### config.mk
export PLATFORM = sky130hd
export DESIGN_NAME = adc_trigger_seq_flat
export DESIGN_NICKNAME = d
export VERILOG_FILES = /design/src/rtl/adc_trigger_pkg.sv /design/src/rtl/adc_trigger_seq_if.sv /design/src/rtl/adc_trigger_acq.sv /design/src/rtl/adc_trigger_seq.sv /design/src/flat_wrapper.sv
export SDC_FILE = /design/constraint.sdc
export NUM_CORES = 1
export LEC_CHECK = 0
export BUFFER_PORTS_ARGS = -buffer_cell sky130_fd_sc_hd__buf_2
export CORE_ASPECT_RATIO = 0.6
export CORE_MARGIN = 5
export CORE_UTILIZATION = 55
export DETAILED_ROUTE_END_ITERATION = 8
export GPL_TIMING_DRIVEN = 0
export HOLD_SLACK_MARGIN = 0.12
export PLACE_DENSITY = 0.89
export RECOVER_POWER = 100
export SLEW_MARGIN = 20
export SYNTH_ARGS = -nofsm -noshare
export SYNTH_HDL_FRONTEND = slang
export SYNTH_HIERARCHICAL = 1
export SYNTH_SLANG_ARGS = --single-unit
### constraint.sdc
create_clock -name aclk -period 5.2 [get_ports aclk]
set_input_delay 0 -clock aclk [delete_from_list [all_inputs] [get_ports aclk]]
set_output_delay 0 -clock aclk [all_outputs]
set_load 0.05 [all_outputs]
### src/rtl/adc_trigger_pkg.sv
// rtl/adc_trigger_pkg.sv - mode and state encodings for the ADC trigger sequencer
package adc_trigger_pkg;

    typedef enum logic [1:0] {
        MODE_SINGLE = 2'b00,
        MODE_CONT   = 2'b01,
        MODE_EXT    = 2'b10,
        MODE_RSVD   = 2'b11
    } mode_e;

    typedef enum logic [1:0] {
        ST_IDLE  = 2'b00,
        ST_ARMED = 2'b01,
        ST_RUN   = 2'b10,
        ST_STOP  = 2'b11
    } state_e;

endpackage

### src/rtl/adc_trigger_seq_if.sv
// rtl/adc_trigger_seq_if.sv - configuration, ADC/DMA status and sequencer outputs
interface adc_trigger_seq_if #(
    parameter int NUM_CH  = 4,
    parameter int CNT_W   = 32,
    parameter int BURST_W = 16
);
    localparam int CH_W = (NUM_CH > 1) ? $clog2(NUM_CH) : 1;

    logic [CNT_W-1:0]   divider;
    logic [BURST_W-1:0] burst_len;
    logic [1:0]         mode;
    logic               arm;
    logic               abort;
    logic               ext_trig;
    logic               busy;
    logic               last;
    logic               ready;
    logic               cnv;
    logic               trigger;
    logic [CH_W-1:0]    ch_sel;
    logic [CH_W-1:0]    acq_ch;
    logic               running;
    logic [BURST_W-1:0] sample_count;

    modport master (
        output divider, burst_len, mode, arm, abort, ext_trig, busy, last, ready,
        input  cnv, trigger, ch_sel, acq_ch, running, sample_count
    );

    modport slave (
        input  divider, burst_len, mode, arm, abort, ext_trig, busy, last, ready,
        output cnv, trigger, ch_sel, acq_ch, running, sample_count
    );

endinterface

### src/rtl/adc_trigger_acq.sv
// rtl/adc_trigger_acq.sv - busy edge detection, pending flag and channel tag for acquisition
module adc_trigger_acq #(
    parameter int CH_W = 2
) (
    input  logic            aclk,
    input  logic            areset,
    input  logic            clear,
    input  logic            cnv,
    input  logic [CH_W-1:0] ch_sel,
    input  logic            busy,
    input  logic            ready,
    output logic            trigger,
    output logic [CH_W-1:0] acq_ch
);
    logic            busy_q;
    logic            pending_q;
    logic            acq_trg_q;
    logic [CH_W-1:0] cur_ch_q;
    logic [CH_W-1:0] conv_ch_q;
    logic [CH_W-1:0] acq_ch_q;
    logic            busy_rise;
    logic            busy_fall;

    assign busy_rise = busy & ~busy_q;
    assign busy_fall = ~busy & busy_q;

    always_ff @(posedge aclk or posedge areset) begin
        if (areset) begin
            busy_q    <= 1'b0;
            pending_q <= 1'b0;
            acq_trg_q <= 1'b0;
            cur_ch_q  <= '0;
            conv_ch_q <= '0;
            acq_ch_q  <= '0;
        end else begin
            busy_q    <= busy;
            acq_trg_q <= 1'b0;
            if (cnv) begin
                cur_ch_q <= ch_sel;
            end
            // The falling edge tags the finished conversion; the next rising edge releases it.
            if (clear) begin
                pending_q <= 1'b0;
            end else if (busy_fall) begin
                pending_q <= 1'b1;
                conv_ch_q <= cur_ch_q;
            end else if (busy_rise && pending_q) begin
                pending_q <= 1'b0;
                acq_trg_q <= 1'b1;
                acq_ch_q  <= conv_ch_q;
            end
        end
    end

    assign trigger = acq_trg_q & ready;
    assign acq_ch  = acq_ch_q;

endmodule

### src/rtl/adc_trigger_seq.sv
// rtl/adc_trigger_seq.sv - ADC conversion strobe sequencer with burst, channel stepping and acquisition trigger
module adc_trigger_seq
    import adc_trigger_pkg::*;
#(
    parameter int NUM_CH  = 4,
    parameter int CNT_W   = 32,
    parameter int BURST_W = 16
) (
    input  logic              aclk,
    input  logic              areset,
    adc_trigger_seq_if.slave  bus
);
    localparam int              CH_W   = (NUM_CH > 1) ? $clog2(NUM_CH) : 1;
    localparam logic [CH_W-1:0] CH_MAX = CH_W'(NUM_CH - 1);

    state_e             state_q, state_d;
    logic [CNT_W-1:0]   count_q, count_d;
    logic [BURST_W-1:0] samp_q, samp_d;
    logic [CH_W-1:0]    ch_q, ch_d;
    logic               ext_q;
    logic               ext_rise_q;
    logic               clear;
    logic               div_on;
    logic               cnv;
    logic               burst_done;
    logic               start_run;
    logic               mode_single;
    logic               mode_cont;
    logic               mode_ext;

    assign mode_single = (bus.mode == MODE_SINGLE);
    assign mode_cont   = (bus.mode == MODE_CONT);
    assign mode_ext    = (bus.mode == MODE_EXT);
    assign clear       = bus.abort | (bus.mode == MODE_RSVD);
    assign div_on      = (bus.divider != '0);
    assign cnv         = (state_q == ST_RUN) & div_on & (count_q == bus.divider) & bus.ready;
    assign burst_done  = cnv & (bus.burst_len != '0) & (samp_q == bus.burst_len - BURST_W'(1));

    always_comb begin
        state_d   = state_q;
        count_d   = count_q;
        samp_d    = samp_q;
        ch_d      = ch_q;
        start_run = 1'b0;
        if (clear) begin
            state_d = ST_IDLE;
            count_d = '0;
            ch_d    = '0;
        end else begin
            case (state_q)
                ST_IDLE: begin
                    if (mode_cont || (mode_single && bus.arm)) begin
                        start_run = 1'b1;
                    end else if (mode_ext && bus.arm) begin
                        state_d = ST_ARMED;
                    end
                end
                ST_ARMED: start_run = ext_rise_q;
                ST_RUN: begin
                    // Wrapping on counter >= divider lets a lowered divider take effect at once.
                    count_d = (div_on && (count_q < bus.divider)) ? count_q + CNT_W'(1) : '0;
                    if (cnv) begin
                        samp_d = samp_q + BURST_W'(1);
                        ch_d   = (ch_q == CH_MAX) ? '0 : ch_q + CH_W'(1);
                    end
                    if (mode_cont) begin
                        if (burst_done) begin
                            samp_d = '0;
                        end
                    end else if (burst_done || bus.last) begin
                        count_d = '0;
                        state_d = mode_ext ? ST_ARMED : ST_STOP;
                    end
                end
                ST_STOP: start_run = mode_cont || (mode_single && bus.arm);
                default: state_d = ST_IDLE;
            endcase
            if (start_run) begin
                state_d = ST_RUN;
                count_d = '0;
                samp_d  = '0;
                ch_d    = '0;
            end
        end
    end

    always_ff @(posedge aclk or posedge areset) begin
        if (areset) begin
            state_q    <= ST_IDLE;
            count_q    <= '0;
            samp_q     <= '0;
            ch_q       <= '0;
            ext_q      <= 1'b0;
            ext_rise_q <= 1'b0;
        end else begin
            state_q    <= state_d;
            count_q    <= count_d;
            samp_q     <= samp_d;
            ch_q       <= ch_d;
            ext_q      <= bus.ext_trig;
            ext_rise_q <= bus.ext_trig & ~ext_q;
        end
    end

    adc_trigger_acq #(.CH_W(CH_W)) u_acq (
        .aclk    (aclk),
        .areset  (areset),
        .clear   (clear),
        .cnv     (cnv),
        .ch_sel  (ch_q),
        .busy    (bus.busy),
        .ready   (bus.ready),
        .trigger (bus.trigger),
        .acq_ch  (bus.acq_ch)
    );

    assign bus.cnv          = cnv;
    assign bus.ch_sel       = ch_q;
    assign bus.running      = (state_q == ST_RUN);
    assign bus.sample_count = samp_q;

endmodule

### src/flat_wrapper.sv
// flat-port wrapper written by rule: the top's interface ports become plain ports
module adc_trigger_seq_flat import adc_trigger_pkg::*;
#(
    parameter int NUM_CH  = 4,
    parameter int CNT_W   = 32,
    parameter int BURST_W = 16
)
  (aclk, areset, bus_divider, bus_burst_len, bus_mode, bus_arm, bus_abort, bus_ext_trig, bus_busy, bus_last, bus_ready, bus_cnv, bus_trigger, bus_ch_sel, bus_acq_ch, bus_running, bus_sample_count);
  adc_trigger_seq_if #(.NUM_CH(NUM_CH), .CNT_W(CNT_W), .BURST_W(BURST_W)) bus_i ();
  input  logic aclk;
  input  logic areset;
  input wire logic [$bits(bus_i.divider)-1:0] bus_divider;
  input wire logic [$bits(bus_i.burst_len)-1:0] bus_burst_len;
  input wire logic [$bits(bus_i.mode)-1:0] bus_mode;
  input wire logic [$bits(bus_i.arm)-1:0] bus_arm;
  input wire logic [$bits(bus_i.abort)-1:0] bus_abort;
  input wire logic [$bits(bus_i.ext_trig)-1:0] bus_ext_trig;
  input wire logic [$bits(bus_i.busy)-1:0] bus_busy;
  input wire logic [$bits(bus_i.last)-1:0] bus_last;
  input wire logic [$bits(bus_i.ready)-1:0] bus_ready;
  output wire logic [$bits(bus_i.cnv)-1:0] bus_cnv;
  output wire logic [$bits(bus_i.trigger)-1:0] bus_trigger;
  output wire logic [$bits(bus_i.ch_sel)-1:0] bus_ch_sel;
  output wire logic [$bits(bus_i.acq_ch)-1:0] bus_acq_ch;
  output wire logic [$bits(bus_i.running)-1:0] bus_running;
  output wire logic [$bits(bus_i.sample_count)-1:0] bus_sample_count;
  assign bus_i.divider = bus_divider;
  assign bus_i.burst_len = bus_burst_len;
  assign bus_i.mode = bus_mode;
  assign bus_i.arm = bus_arm;
  assign bus_i.abort = bus_abort;
  assign bus_i.ext_trig = bus_ext_trig;
  assign bus_i.busy = bus_busy;
  assign bus_i.last = bus_last;
  assign bus_i.ready = bus_ready;
  assign bus_cnv = bus_i.cnv;
  assign bus_trigger = bus_i.trigger;
  assign bus_ch_sel = bus_i.ch_sel;
  assign bus_acq_ch = bus_i.acq_ch;
  assign bus_running = bus_i.running;
  assign bus_sample_count = bus_i.sample_count;
  adc_trigger_seq #(.NUM_CH(NUM_CH), .CNT_W(CNT_W), .BURST_W(BURST_W)) u_core (.aclk(aclk), .areset(areset), .bus(bus_i));
endmodule
After elaboration in Yosys (flattened, before gate mapping)

Index checks and enable logic that the tools add are counted.

Output and inout bits: 23
Bits of input ports: 58
Logic and storage cells: 98
Bits in registers: 63

Eq/ne operators: 13
$lt $le $gt $ge: 1
Bitwise logic cells: 15
Multiplexer cells: 33
Reductions and logical operators: 20
Add/subtract/negate cells: 4

Operators with widths:

| kind                                                                     | number |
|---|---|
| 32-bit two-way mux                                                       | 6 |
| 16-bit two-way mux                                                       | 5 |
| 32-bit by 1-bit adder with 32-bit output (second input constant)         | 1 |
| 32-bit equality test                                                     | 1 |
| 32-bit less-than comparator                                              | 1 |
| 32-bit nonzero test                                                      | 1 |
| 2-bit two-way mux                                                        | 12 |
| 16-bit by 1-bit adder with 16-bit output (second input constant)         | 1 |
| 16-bit equality test                                                     | 1 |
| 16-bit nonzero test                                                      | 1 |
| 16-bit by 1-bit subtractor with 16-bit output (second input constant)    | 1 |
| 2-bit equality test (second input constant)                              | 5 |
| 1-bit AND                                                                | 9 |
| 3-bit nonzero test                                                       | 3 |
| 1-bit two-way mux                                                        | 8 |
| 4-bit by 1-bit inequality test with 1-bit output (second input constant) | 2 |
| 4-bit by 3-bit inequality test with 1-bit output (second input constant) | 2 |
| 2-bit AND reduction                                                      | 3 |
| 1-bit NOT                                                                | 5 |
| 5-bit AND reduction                                                      | 1 |
| 2-bit by 1-bit equality test with 1-bit output (second input constant)   | 2 |
| 1-bit logical AND                                                        | 4 |
| 2-bit logical NOT                                                        | 2 |
| 2-bit case mux with 2 select lines                                       | 1 |
| other kinds (7)                                                          | 8 |

Logic depth before layout (Yosys ltp)

Word-level depth: 12
Depth in mapped cells: 12
Gate-level depth less buffers: 10

Hierarchy

The synthesis kept the hierarchy.

Modules (own cells, without submodules):

| module          | cells each | area an instance (µm²) | instances | seq. area each (µm²) |
|---|---|---|---|---|
| adc_trigger_seq | 567        | 4,639.4                | 1         | 1,351.3 |
| adc_trigger_acq | 23         | 352.8                  | 1         | 225.2 |

Worst setup path after synthesis

Ideal clock, no wire load.

Kind: flip-flop to flip-flop
Start: register u_core.count_q[27]
End: register u_core.samp_q[5] (netlist: u_core/bus.sample_count[5])
Data arrival time: 4,123 ps
Path buffers: 0
Cell stages (with the launch flop): 9
Slack: 1,008 ps
Period minus slack after synthesis: 4,192 ps
Setup time: 69 ps
Data required time: 5,131 ps
Cells stage by stage: dfrtp_1 ha_1 nand4_1 or4_1 nor4_1 and3_1 nand2_1 or3b_1 nand3_1

Cells in the longest elaborated chain, start to end: 9
Elaborated cells between the ends (all ways): 10
Those cells by class: eq/ne (1); mux (5); bitwise (4)

RTL lines:

| element                  | RTL line              | RTL |
|---|---|---|
| start: declaration       | adc_trigger_seq.sv:17 | `logic [CNT_W-1:0] count_q, count_d;` |
| start signal: assignment | adc_trigger_seq.sv:97 | `count_q <= count_d;` |
| 32-bit equality test *   | adc_trigger_seq.sv:36 | `assign cnv = (state_q == ST_RUN) & div_on & (count_q == bus.divider) & bus.ready;` |
| 1-bit AND * (2 in a row) | adc_trigger_seq.sv:36 |  |
| net bus_cnv              | flat_wrapper.sv:21    | `output wire logic [$bits(bus_i.cnv)-1:0] bus_cnv;` |
| 1-bit AND (2 in a row)   | adc_trigger_seq.sv:37 | `assign burst_done = cnv & (bus.burst_len != '0) & (samp_q == bus.burst_len - BURST_W'(1));` |
| 16-bit two-way mux       | adc_trigger_seq.sv:67 | `if (burst_done) begin` |
| 16-bit two-way mux *     | adc_trigger_seq.sv:66 | `if (mode_cont) begin` |
| 16-bit two-way mux *     | adc_trigger_seq.sv:50 | `case (state_q)` |
| 16-bit two-way mux *     | adc_trigger_seq.sv:78 | `if (start_run) begin` |
| end signal: assignment   | adc_trigger_seq.sv:98 | `samp_q <= samp_d;` |
| end: declaration         | adc_trigger_seq.sv:18 | `logic [BURST_W-1:0] samp_q, samp_d;` |

The timed path passes the listed nets; every way through them passes the cells marked *. The select of a mux whose other input is x is not followed.
A chain may end at the register's enable or synchronous reset.

Worst setup path in the final report

Start: register u_core.count_q[27]
End: register u_core.count_q[11]

Cells in the longest elaborated chain, start to end: 11
Elaborated cells between the ends (all ways): 14
Those cells by class: order compare (1); eq/ne (1); mux (6); bitwise (4); reduce/logical (2)

RTL lines:

| element                                                             | RTL line              | RTL |
|---|---|---|
| branches (longest 7 deep; another with 32-bit less-than comparator) | -                     |  |
| 32-bit two-way mux *                                                | adc_trigger_seq.sv:66 |  |
| 32-bit two-way mux *                                                | adc_trigger_seq.sv:50 |  |
| 32-bit two-way mux *                                                | adc_trigger_seq.sv:78 |  |
| 32-bit two-way mux *                                                | adc_trigger_seq.sv:45 | `if (clear) begin` |

Every way passes the cells marked *. The select of a mux whose other input is x is not followed.

==> flow_summary_export.csv <==
group,metric,value,unit
floorplan,fp.coreArea,8690,sq um
flow_run,max_cap_violations,1,
pwr,power.density,254,nW/um^2
drt,drcViolationCount,0,
worst_setup_path,required,5.42,ns
drt,drt-initial-drc-count,655,
sta,rsz0062_at_grt,"false",
worst_setup_path,reg2reg_slack,0.73,ns
min_path,hp-class,"in -> reg",
worst_setup_path,path_cells,"ha_1 -> nand4_1 -> or4_1 -> nor3_1 -> o211ai_1 -> or4_1 -> a31oi_1 -> clkbuf_1 -> buf_4 -> o21ai_0 -> o2bb2ai_1",
status,violations,"max-capacitance violations, max-slew violations",
worst_setup_path,crit_arrival,4.68,ns
sta,setup_viol,0,
drt,wl_met1,6810,um
floorplan,fp.dieH,83.8,um
cells_and_area,layout-drive-gt1-share,0.128,
grt,grt_overflow_total,0,
placed_design,place_area,5530,sq um
sta,slew-limit-headroom,-0.684,
floorplan,fp.dieArea,11100,sq um
placed_design,dp_cells,780,
cells_and_area,final_cells,799,
yosys,synthesis.nets,688,
floorplan,start_util,0.575,
clock_network,cts_max_path_buffers,2,
clock_network,cts.reportedPaths.clkPinSlew,0.05,ns
grt,grt_pass1_wl,24900,um
clock_network,htree_levels,3,
placed_design,dp_hpwl,11600,um
worst_setup_path,cpPeakStageDelay,0.70,ns
sta,post-route-period-util,0.859,
drt,wl_met3,1900,um
sta,skew,0.00262,ns
worst_setup_path,crit_type,"reg -> reg",
yosys,netlist_area,4990,sq um
min_path,min_to,"u_core/u_acq/pending_q$_DFFE_PP0P_",
placed_design,portBuffers,78,
clock_network,cts_resized,0,
pwr,ir_drop,0.000176,V
placed_design,place_congestion,0.917,
cells_and_area,mostFrequentLayoutCell,"dfrtp_1",
floorplan,io_pins,81,
sta,hold_viol,0,
yosys,synth_edf_count,0,
drt,postRouteAntennaNets,0,
drt,vias,5204,
drt,drt_wl_total,15600,um
yosys,synth_ff_type,"dfrtp_1",
sta,finalWorstSetupSlack,0.734,ns
min_path,hold_start,"bus_abort",
grt,grt_pass1_vias,5070,
yosys,yosysSeqAreaShare,0.316,
floorplan,floorplan.rows,26,
yosys,synth_seq_cells,63,
drt,top_layer,"met4",
drt,wl_per_cell,19.5,um
grt,grt_usage,0.275,
yosys,avgSynthCellArea,8.46,sq um
worst_setup_path,end_kind,"flop",
worst_setup_path,crit_start,"u_core/count_q[27]$_DFFE_PP0P_",
cells_and_area,final_cell_mix,"63 x dfrtp_1, 56 x nand2_1, 52 x buf_2, 44 x inv_1, 40 x ha_1",
sta,fmax,224,MHz
clock_network,clock_latency,0.33,ns
clock_network,post-cts-setup-buffers,0,
grt,grt_max_degree,55,
yosys,ys_async_sr_fraction,1.00,
yosys,synth_cells,590,
clock_network,cts_made_buffers,9,
clock_network,cts_tree,"yes",
clock_network,cts-root-buf,"clkbuf_16",
worst_setup_path,reg2reg_depth,11,
drt,first_pass_iters,5,
worst_setup_path,crit_top_cell,"or4_1",
cells_and_area,synthToLayoutAreaGrowth,16.4,%
pwr,cellLeakagePower,2.76,nW
floorplan,dieWidth,133,um
worst_setup_path,timing.critical_path.buf_inv,2,
worst_setup_path,rr_endpoint,"u_core/count_q[11]$_DFFE_PP0P_",
placed_design,dp_worst_setup_slack,1.49,ns
worst_setup_path,worstReg2RegStart,"u_core/count_q[27]$_DFFE_PP0P_",
yosys,synth_cell_types,58,
worst_setup_path,crit_family,"simple AND/OR/NAND/NOR gates",
min_path,holdPathStages,4,
cells_and_area,antenna_cells,0,
worst_setup_path,slowest_stage,"or4_1",
worst_setup_path,worstPathMaxFanout,10,
drt,via_per_inst,6.51,
clock_network,cts_num_sinks,63,
sta,setup-tns-final,0,ns
yosys,yosysWarningCount,6,
grt,antenna_found_initial,0,
cells_and_area,fin_area,5810,sq um
drt,met2WireLength,6690,um
sta,tightest_slew,2.51,ns
cells_and_area,nNetsFinal,780,
worst_setup_path,startpoint_type,"flop",
sta,period_needed,4.47,ns
sta,slew_viol_final,55,
pwr,power,1.47,mW
status,outcome,"finished with violations",
[kinds of logic after synthesis]
kind of cell	Yosys count	share of synthesized area
flops	63	0.316
xor+xnor	16	0.0281
fa+ha+maj	40	0.100
compound gates	132	0.180
simple gates	261	0.287
buf+inv	62	0.0544
mux	16	0.0343
[how the worst max path moves through the flow]
stage / endpoint / slack [ns] / cells past startpoint
2_1_floorplan: u_core/bus.sample_count[5]$_DFFE_PP0P_ / 1.01 / 8
3_3_place_gp: u_core/count_q[11]$_DFFE_PP0P_ / 1.55 / 11
3_5_place_dp: u_core/count_q[11]$_DFFE_PP0P_ / 1.49 / 11
4_1_cts: u_core/count_q[11]$_DFFE_PP0P_ / 1.45 / 11
5_1_grt: u_core/count_q[11]$_DFFE_PP0P_ / 0.71 / 11
6_report: u_core/count_q[11]$_DFFE_PP0P_ / 0.73 / 11
[area by class of cell]
| type | instances | area [sq um] |
|---|---|---|
| Tap cell | 112 | 140 |
| Sequential cell | 63 | 1580 |
| Buffer | 17 | 86.3 |
| Multi-Input combinational cell | 465 | 3100 |
| Inverter | 45 | 170 |
| Timing Repair Buffer | 81 | 388 |
| Fill cell | 701 | 2870 |
| Clock inverter | 6 | 108 |
| Clock buffer | 10 | 239 |
[tightest hold or removal path, stage by stage]
cell,delay [ns]
buf_2,0.11
a21oi_1,0.09
inv_1,0.15
a21oi_1,0.06
[flip-flops by register name, summed over array words and instances, names as in the netlist]
signal and cells:
u_core/u_acq/acq_ch 2, u_core/ext_rise_q 1, u_core/u_acq/pending_q 1, u_core/bus.ch_sel 2, u_core/u_acq/conv_ch_q 2, u_core/u_acq/busy_q 1
u_core/u_acq/cur_ch_q 2, u_core/count_q 32, u_core/ext_q 1, u_core/state_q 2, u_core/u_acq/acq_trg_q 1, u_core/bus.sample_count 16
[per-layer routing]
layer	global-route usage	vias to the layer above
met5	0	-
met4	0.0698	0
met3	0.0687	26
met2	0.409	324
met1	0.399	2500
li1	-	2354
[synthesized netlist by cell type (all sizes together), types with 3 or more instances]
cell type  number  share of area
dfrtp          63           0.32
nand2          56          0.042
inv            45          0.034
ha             40           0.10
nand3          37          0.037
nor2           34          0.026
a21oi          29          0.029
o21ai          27          0.027
nor3           20          0.020
nor4           18          0.024
a21o           17          0.026
a211o          14          0.025
and3           13          0.016
nand4          13          0.016
xnor2          11          0.019
and2           10          0.013
buf            10          0.015
mux2            9          0.020
nor2b           9          0.011
or3             9          0.011
o211ai          8          0.012
a31oi           7          0.012
and4            7          0.012
clkbuf          7         0.0053
mux2i           7          0.014
nor3b           7          0.011
or4             7          0.012
nand2b          6         0.0080
o21a            6         0.0090
xor2            5         0.0088
o31ai           4         0.0060
or3b            4         0.0070
a22o            3         0.0053
nor4b           3         0.0083
o21bai          3         0.0045
or2             3         0.0038
[power breakdown]
part | internal (mW) | switching [mW] | total (mW)
Sequential | 0.498 | 0.00618 | 0.504
Clock | 0.479 | 0.221 | 0.700
Combinational | 0.0873 | 0.183 | 0.270
[per-stage QoR]
step	utilization	hold slack [ns]
3_5_place_dp	0.636	0.0131
6_report	0.669	0.131
5_1_grt	0.669	0.148
3_3_place_gp	0.636	-0.0253
2_1_floorplan	-	-0.172
4_1_cts	0.679	0.154
[what timing repair did]
action | in CTS | in global routing
setup endpoints to repair | 0 | 0
hold buffers | 3 | 0
endpoints found under the hold margin | 68 | 0
(Power assumes the default switching activity.)
